### src/rtl/serial_frame_rx_if.sv
// Serial receive link bundle: line input toward the receiver, parallel word
// and status strobes back toward the datapath.
interface serial_frame_rx_if #(
    parameter int unsigned DATA_W = 5
);
    logic              rx_in;
    logic [DATA_W-1:0] data;
    logic              valid;
    logic              frame_err;
    logic              busy;

    modport master (
        output rx_in,
        input  data,
        input  valid,
        input  frame_err,
        input  busy
    );

    modport slave (
        input  rx_in,
        output data,
        output valid,
        output frame_err,
        output busy
    );
endinterface

### src/rtl/serial_frame_rx.sv
// Asynchronous serial receiver: idle-high line, one start bit, DATA_W data
// bits LSB-first, one stop bit, all timed by a BIT_CYCLES bit-period counter.
module serial_frame_rx #(
    parameter int unsigned BIT_CYCLES = 8,
    parameter int unsigned DATA_W     = 5
) (
    input logic            CLOCK_50,
    input logic            RESET_N,
    serial_frame_rx_if.slave bus
);
    localparam int unsigned CW = $clog2(BIT_CYCLES);
    localparam logic [CW-1:0] HALF     = CW'(BIT_CYCLES / 2);
    localparam logic [CW-1:0] LAST     = CW'(BIT_CYCLES - 1);
    localparam logic [2:0]    LAST_IDX = 3'(DATA_W - 1);

    typedef enum logic [2:0] {
        S_IDLE,
        S_START,
        S_DATA,
        S_STOP,
        S_WAIT_HIGH
    } state_t;

    state_t            r_state;
    logic              r_sync1;
    logic              r_sync2;
    logic [CW-1:0]     r_cnt;
    logic [2:0]        r_idx;
    logic [DATA_W-1:0] r_shift;
    logic [DATA_W-1:0] r_data;
    logic              r_valid;
    logic              r_frame_err;
    logic              r_busy;
    logic              w_rs;

    assign w_rs = r_sync2;

    always_ff @(posedge CLOCK_50) begin
        if (!RESET_N) begin
            r_state     <= S_IDLE;
            r_sync1     <= 1'b1;
            r_sync2     <= 1'b1;
            r_cnt       <= '0;
            r_idx       <= '0;
            r_shift     <= '0;
            r_data      <= '0;
            r_valid     <= 1'b0;
            r_frame_err <= 1'b0;
            r_busy      <= 1'b0;
        end else begin
            r_sync1     <= bus.rx_in;
            r_sync2     <= r_sync1;
            r_valid     <= 1'b0;
            r_frame_err <= 1'b0;
            case (r_state)
                S_IDLE: begin
                    r_cnt <= '0;
                    if (!w_rs) begin
                        // cnt starts at 1 so the mid-bit sample lands HALF cycles after t0
                        r_state <= S_START;
                        r_cnt   <= CW'(1);
                        r_busy  <= 1'b1;
                    end
                end
                S_START: begin
                    if (r_cnt == HALF) begin
                        r_cnt <= '0;
                        if (!w_rs) begin
                            r_state <= S_DATA;
                            r_idx   <= '0;
                        end else begin
                            r_state <= S_IDLE;
                            r_busy  <= 1'b0;
                        end
                    end else begin
                        r_cnt <= r_cnt + CW'(1);
                    end
                end
                S_DATA: begin
                    if (r_cnt == LAST) begin
                        r_cnt   <= '0;
                        // shifting in from the top leaves the first bit at bit 0
                        r_shift <= {w_rs, r_shift[DATA_W-1:1]};
                        r_idx   <= r_idx + 3'd1;
                        if (r_idx == LAST_IDX) begin
                            r_state <= S_STOP;
                        end
                    end else begin
                        r_cnt <= r_cnt + CW'(1);
                    end
                end
                S_STOP: begin
                    if (r_cnt == LAST) begin
                        r_cnt <= '0;
                        if (w_rs) begin
                            r_data  <= r_shift;
                            r_valid <= 1'b1;
                            r_state <= S_IDLE;
                            r_busy  <= 1'b0;
                        end else begin
                            r_frame_err <= 1'b1;
                            r_state     <= S_WAIT_HIGH;
                        end
                    end else begin
                        r_cnt <= r_cnt + CW'(1);
                    end
                end
                S_WAIT_HIGH: begin
                    r_cnt <= '0;
                    if (w_rs) begin
                        r_state <= S_IDLE;
                        r_busy  <= 1'b0;
                    end
                end
                default: begin
                    r_state <= S_IDLE;
                    r_cnt   <= '0;
                    r_busy  <= 1'b0;
                end
            endcase
        end
    end

    assign bus.data      = r_data;
    assign bus.valid     = r_valid;
    assign bus.frame_err = r_frame_err;
    assign bus.busy      = r_busy;
endmodule

### src/flat_wrapper.sv
// flat-port wrapper written by rule: the top's interface ports become plain ports
module serial_frame_rx_flat 
#(
    parameter int unsigned BIT_CYCLES = 8,
    parameter int unsigned DATA_W     = 5
)
  (CLOCK_50, RESET_N, bus_rx_in, bus_data, bus_valid, bus_frame_err, bus_busy);
  serial_frame_rx_if #(.DATA_W(DATA_W)) bus_i ();
  input logic CLOCK_50;
  input logic RESET_N;
  input wire logic [$bits(bus_i.rx_in)-1:0] bus_rx_in;
  output wire logic [$bits(bus_i.data)-1:0] bus_data;
  output wire logic [$bits(bus_i.valid)-1:0] bus_valid;
  output wire logic [$bits(bus_i.frame_err)-1:0] bus_frame_err;
  output wire logic [$bits(bus_i.busy)-1:0] bus_busy;
  assign bus_i.rx_in = bus_rx_in;
  assign bus_data = bus_i.data;
  assign bus_valid = bus_i.valid;
  assign bus_frame_err = bus_i.frame_err;
  assign bus_busy = bus_i.busy;
  serial_frame_rx #(.BIT_CYCLES(BIT_CYCLES), .DATA_W(DATA_W)) u_core (.CLOCK_50(CLOCK_50), .RESET_N(RESET_N), .bus(bus_i));
endmodule
### config.mk
export PLATFORM = sky130hd
export DESIGN_NAME = serial_frame_rx_flat
export DESIGN_NICKNAME = d
export VERILOG_FILES = /design/src/rtl/serial_frame_rx_if.sv /design/src/rtl/serial_frame_rx.sv /design/src/flat_wrapper.sv
export SDC_FILE = /design/constraint.sdc
export NUM_CORES = 1
export LEC_CHECK = 0
export CORE_ASPECT_RATIO = 1.75
export CORE_MARGIN = 10
export CORE_UTILIZATION = 49
export CTS_CLUSTER_SIZE = 16
export DETAILED_ROUTE_END_ITERATION = 16
export GPL_TIMING_DRIVEN = 1
export PLACE_DENSITY = 0.72
export SYNTH_ARGS = -nofsm -noshare
export SYNTH_HDL_FRONTEND = slang
export SYNTH_SLANG_ARGS = --single-unit
### constraint.sdc
create_clock -name CLOCK_50 -period 1.6 [get_ports CLOCK_50]
set_input_delay 0.16 -clock CLOCK_50 [delete_from_list [all_inputs] [get_ports CLOCK_50]]
set_output_delay 0.16 -clock CLOCK_50 [all_outputs]
set_load 0.01 [all_outputs]
======== Word level (Yosys, flattened, before mapping) ========
Cells that the tools add are included.
operators by class
  reductions and logical operators ........ 9
  muxes and demuxes ....................... 24
  $add $sub $neg .......................... 2
  bitwise logic cells ..................... 1
  eq/ne operators ......................... 14
operators by type and width
  kind                                                              number
  3-bit 2-to-1 mux                                                  12
  3-bit case mux with 5 select lines                                1
  3-bit == test (second input constant)                             4
  2-bit by 1-bit != test with 1-bit output (second input constant)  5
  3-bit case mux with 3 select lines                                1
  4-bit AND reduction                                               2
  1-bit 2-to-1 mux                                                  7
  3-bit by 1-bit adder with 3-bit output (second input constant)    2
  3-bit by 2-bit == test with 1-bit output (second input constant)  2
  3-bit case mux with 2 select lines                                1
  3-bit AND reduction                                               2
  6-bit AND reduction                                               1
  1-bit case mux with 5 select lines                                1
  2-bit != test (second input constant)                             2
  3-bit by 1-bit == test with 1-bit output (second input constant)  1
  3-bit logical NOT                                                 1
  2-bit 2-to-1 mux                                                  1
  2-bit AND reduction                                               1
  2-bit nonzero test                                                1
  2-bit OR reduction                                                1
  1-bit NOT                                                         1
word-level totals
  input port bits ......................... 3
  output and inout port bits .............. 8
  word-level logic and storage cells ...... 60
  register bits ........................... 24

======== Depth between registers and ports, before layout ========
  depth in word-level cells ............... 4
  depth in mapped cells ................... 7
  depth with buffers taken out ............ 6

======== Worst setup path after synthesis ========
No wires, ideal clock.
  path type ............................... register to register
  start point ............................. register u_core.r_cnt[0]
  end point ............................... register u_core.r_data[0], in the netlist u_core.bus.data[0]
  arrival time ............................ 1358 ps
  slack ................................... 126 ps
  stages on the path, launching flop included .. 8
  buffers on the path ..................... 1
  library setup time ...................... 116 ps
  cell sequence ........................... dfxtp_1 -> ha_1 -> ha_1 -> nand2_1 -> or3_1 -> buf_2 -> mux2i_1 -> nor2b_1
on the way
  longest elaborated chain between the ends .. 2
RTL lines
  element                               line                    source
  from (decl)                           serial_frame_rx.sv:27   logic [CW-1:0] r_cnt;
  from (signal assigned)                serial_frame_rx.sv:76   r_cnt <= r_cnt + CW'(1);
  from (signal assigned)                serial_frame_rx.sv:89   r_cnt <= r_cnt + CW'(1);
  from (signal assigned)                serial_frame_rx.sv:105  r_cnt <= r_cnt + CW'(1);
  3-bit == test                         serial_frame_rx.sv:93   if (r_cnt == LAST) begin
  3-bit AND reduction (no source line)  n/a
  to (signal assigned)                  serial_frame_rx.sv:96   r_data <= r_shift;
  to (decl)                             serial_frame_rx.sv:30   logic [DATA_W-1:0] r_data;
Every way passes these cells.
A chain may end at the register's enable or synchronous reset.

======== Worst setup path after layout ========
  start point ............................. register u_core.r_cnt[0]
  end point ............................... register u_core.r_shift[4]
on the way
  longest elaborated chain between the ends .. 2
RTL lines
  element                               line                   source
  3-bit == test                         serial_frame_rx.sv:80  if (r_cnt == LAST) begin
  2-bit AND reduction (no source line)  n/a
  to (signal assigned)                  serial_frame_rx.sv:83  r_shift <= {w_rs, r_shift[DATA_W-1:1]};
  to (decl)                             serial_frame_rx.sv:29  logic [DATA_W-1:0] r_shift;
Every way passes these cells.

==> summary.md <==
| Metric | Value |
|---|---|
| Status | finished clean |
| Final WL | 2.436 mm |
| Clock power share | 0.368 |
| Worst-path maximum fanout | 5 |
| Fmax | 669.8 MHz |
| Pre-antenna DRT Iters | 4 |
| Leak | 0.0005737 uW |
| Slew at the pin closest to its max-slew limit | 318.5 ps |
| Worst slack, placed | 16.01 ps |
| Vias in the first global route | 1,027 |
| Yosys cell types | 33 |
| Max Root-Sink Buffers | 2 |
| Hold Path Origin | u_core.r_sync1 |
| Port bufs | 10 |
| Die Area | 4790 sq um |
| WL/cell | 14.33 microns |
| Worst r2r src | u_core.r_cnt[0] |
| Post-Syn Area | 1160 sq um |
| Seq pwr share | 0.564 |
| Max-cap violation count | 0 |
| Period utilization | 0.9331 |
| Wire length of the first global-routing pass | 4.271 mm |
| Final hold violation count | 0 |
| Vias | 928 |
| Syn Inst Count | 125 |
| CTS H-tree depth | 1 |
| Cts hold-fix bufs | 0 |
| Nets | 155 |
| Synth area leader | dfxtp_1 |
| Slew margin rel. | 0.7873 |
| Cell Rows | 23 |
| Switching Fraction | 0.2063 |
| Fin util | 0.6351 |
| Crit path DAT | 1650 ps |
| VDD IR max | 0.6545 mV |
| #FFs+latches synth | 24 |
| Power Internal | 860.3 uW |
| Final-report max-slew violation count | 0 |
| Setup TNS | 0 ps |
| WS Path Type | flop to flop |
| Worst Hold Class | flop to flop |
| Via-per-instance ratio | 5.459 |
| Seq/Total Area, Yosys | 0.4142 |
| Syn_area_per_cell | 9.279 sq um |
| GRT overflow | 0 |
| CP startpoint kind | flop |
| Ant. Diodes | 0 |
| Initial antenna violation count | 0 |
| Min Tclk post-route | 1493 ps |
| Root Buffer Master | clkbuf_8 |
| Worst Setup SP | u_core.r_cnt[0] |
| Synthesized net count | 134 |
| Hpwl dp | 1.916 mm |
| Worst skew pair latency | 260 ps |
| GPL Wtd Cong | 0.9139 |
| Yosys warns | 0 |
| Crit path capture type | flop |
| Clock sink count | 24 |
| Routed Antenna Nets | 0 |
| Die Ht | 84.36 microns |
| Sw power | 223.6 uW |
| Post-route DRC | 0 |
| Clock skew | 1.336 ps |
| Power Density | 750.7 nW/um^2 |
| Worst Path Required | 1760 ps |
| Core Region | 2273 sq um |
| Pin count of the biggest net entering global routing | 14 |
| Iteration-0 DRC Markers | 36 |
| Clock-pin slew of the registers on the worst-case setup and hold paths | 80 ps |
| CTS buffer count | 3 |
| RSZ-0062 raised after global routing | false |
| Post-route worst setup slack | 107.0 ps |
| # IOs | 11 |
| GRT Util Overall | 0.1043 |
| Synth top area cells | dfxtp_1 (41%), mux2i_1 (11%), nor2b_1 (8.1%), ha_1 (6.5%), nand2_1 (3.2%) |
| Comb pwr share | 0.068 |
| P&R area growth vs syn | 24.49% |
| CTS tree | yes |
| Layout cells sized above 1 | 0.1724 |
| Starting Density | 0.5102 |
| Die X | 56.78 microns |
| Synth top area share | 0.4142 |
| Setup violators final | 0 |
## kinds of logic (layout without fill, tap and decap cells)
group,after synthesis,count (layout),share of synthesized area
compound gates,18,18,0.1068
fa+ha+maj,6,6,0.06472
buf+inv,14,34,0.05610
flops,24,24,0.4142
mux,13,13,0.1122
simple gates,50,50,0.2460
## layout by cell type, fill, tap and decap left out, drive strengths merged
cell / count
a21boi: 2
a21oi: 2
a22oi: 1
a31oi: 2
a41oi: 1
buf: 13
clkbuf: 4
clkdlybuf4s50: 10
dfxtp: 24
ha: 6
inv: 7
mux2i: 13
nand2: 10
nand2b: 4
nand3: 2
nand3b: 2
nand4: 1
nand4bb: 1
nor2: 6
nor2b: 15
nor3: 4
nor3b: 1
nor4bb: 1
o211a: 1
o211ai: 2
o21ai: 4
o22ai: 1
o32a: 1
o32ai: 1
or2: 1
or3: 2
## critical path, cell delays in order (launching register included)
cell and delay, ps:
dfxtp_2 360, ha_4 140, ha_1 140, nand2_1 80
buf_6 150, nor3_2 90, buf_4 180, mux2i_1 200
nor2b_1 60
## per-stage QoR
step                hold slack (ps)  total power (uW)  instance area [sq um]  cells
CTS                           414.6              1091                   1409    169
detailed placement            394.5             694.6                   1343    165
floorplan                     261.5             667.2                   1160    125
global route                  443.1              1124                   1444    170
global placement              392.5             692.7                   1343    165
finish                        411.1              1084                   1444    170
## worst paths after layout
check | to | slack [ps] | cells after the start
min reg2reg | u_core.r_sync2 | 410 | 1
min | u_core.r_sync2 | 410 | 1
max | u_core.r_shift[4] | 110 | 8
max reg2reg | u_core.r_shift[4] | 110 | 8
## metal layers
metal | global-route usage | part of all wire
met5 | 0 | 0
met4 | 0.04936 | 0.025
met3 | 0.02413 | 0.030
met2 | 0.2064 | 0.56
met1 | 0.09270 | 0.38
## Yosys cell counts
master	instances
or2_2	1
o211ai_1	2
nor3_1	3
dfxtp_1	24
nand2b_1	3
clkbuf_1	2
nor3b_1	1
mux2i_1	13
a31oi_1	2
nand4bb_1	1
o32a_1	1
a21boi_0	2
nand4_1	1
o32ai_1	1
a21oi_1	2
or3_1	2
nor2b_1	15
a41oi_1	1
nand2_1	10
buf_2	4
nand3_1	2
o21ai_0	4
ha_1	6
buf_6	1
nor4bb_1	1
nand2b_2	1
inv_1	7
nand3b_1	2
o211a_1	1
nor3_2	1
nor2_1	6
o22ai_1	1
a22oi_1	1
## power groups by stage
stage / registers, uW / clock network [uW] / logic [uW]
global route: 613 / 430 / 81.5
finish: 611 / 399 / 74.1
detailed placement: 624 / 0 / 70.3
floorplan: 624 / 0 / 43.6
CTS: 610 / 410 / 71.1
global placement: 624 / 0 / 68.8
## state kept, by name, indices dropped and copies added, names as in the netlist
register	cells
u_core.bus.busy	1
u_core.bus.data	5
u_core.bus.frame_err	1
u_core.bus.valid	1
u_core.r_cnt	3
u_core.r_idx	3
u_core.r_shift	5
u_core.r_state	3
u_core.r_sync1	1
u_core.r_sync2	1
## what timing repair did
action	CTS	global route
resized for setup	2	6
buffers inserted	0	1
endpoints found under the setup margin	3	9
## area by class of cell
type                       count  area, sq um
clock buffer                   4        55.05
fill                         193        829.5
inverter                       7        26.28
multi-input combinational     87        646.9
sequential                    24        483.0
tap                           25        31.28
timing repair buffer          23        201.4
Power figures use the tool's default switching activity.
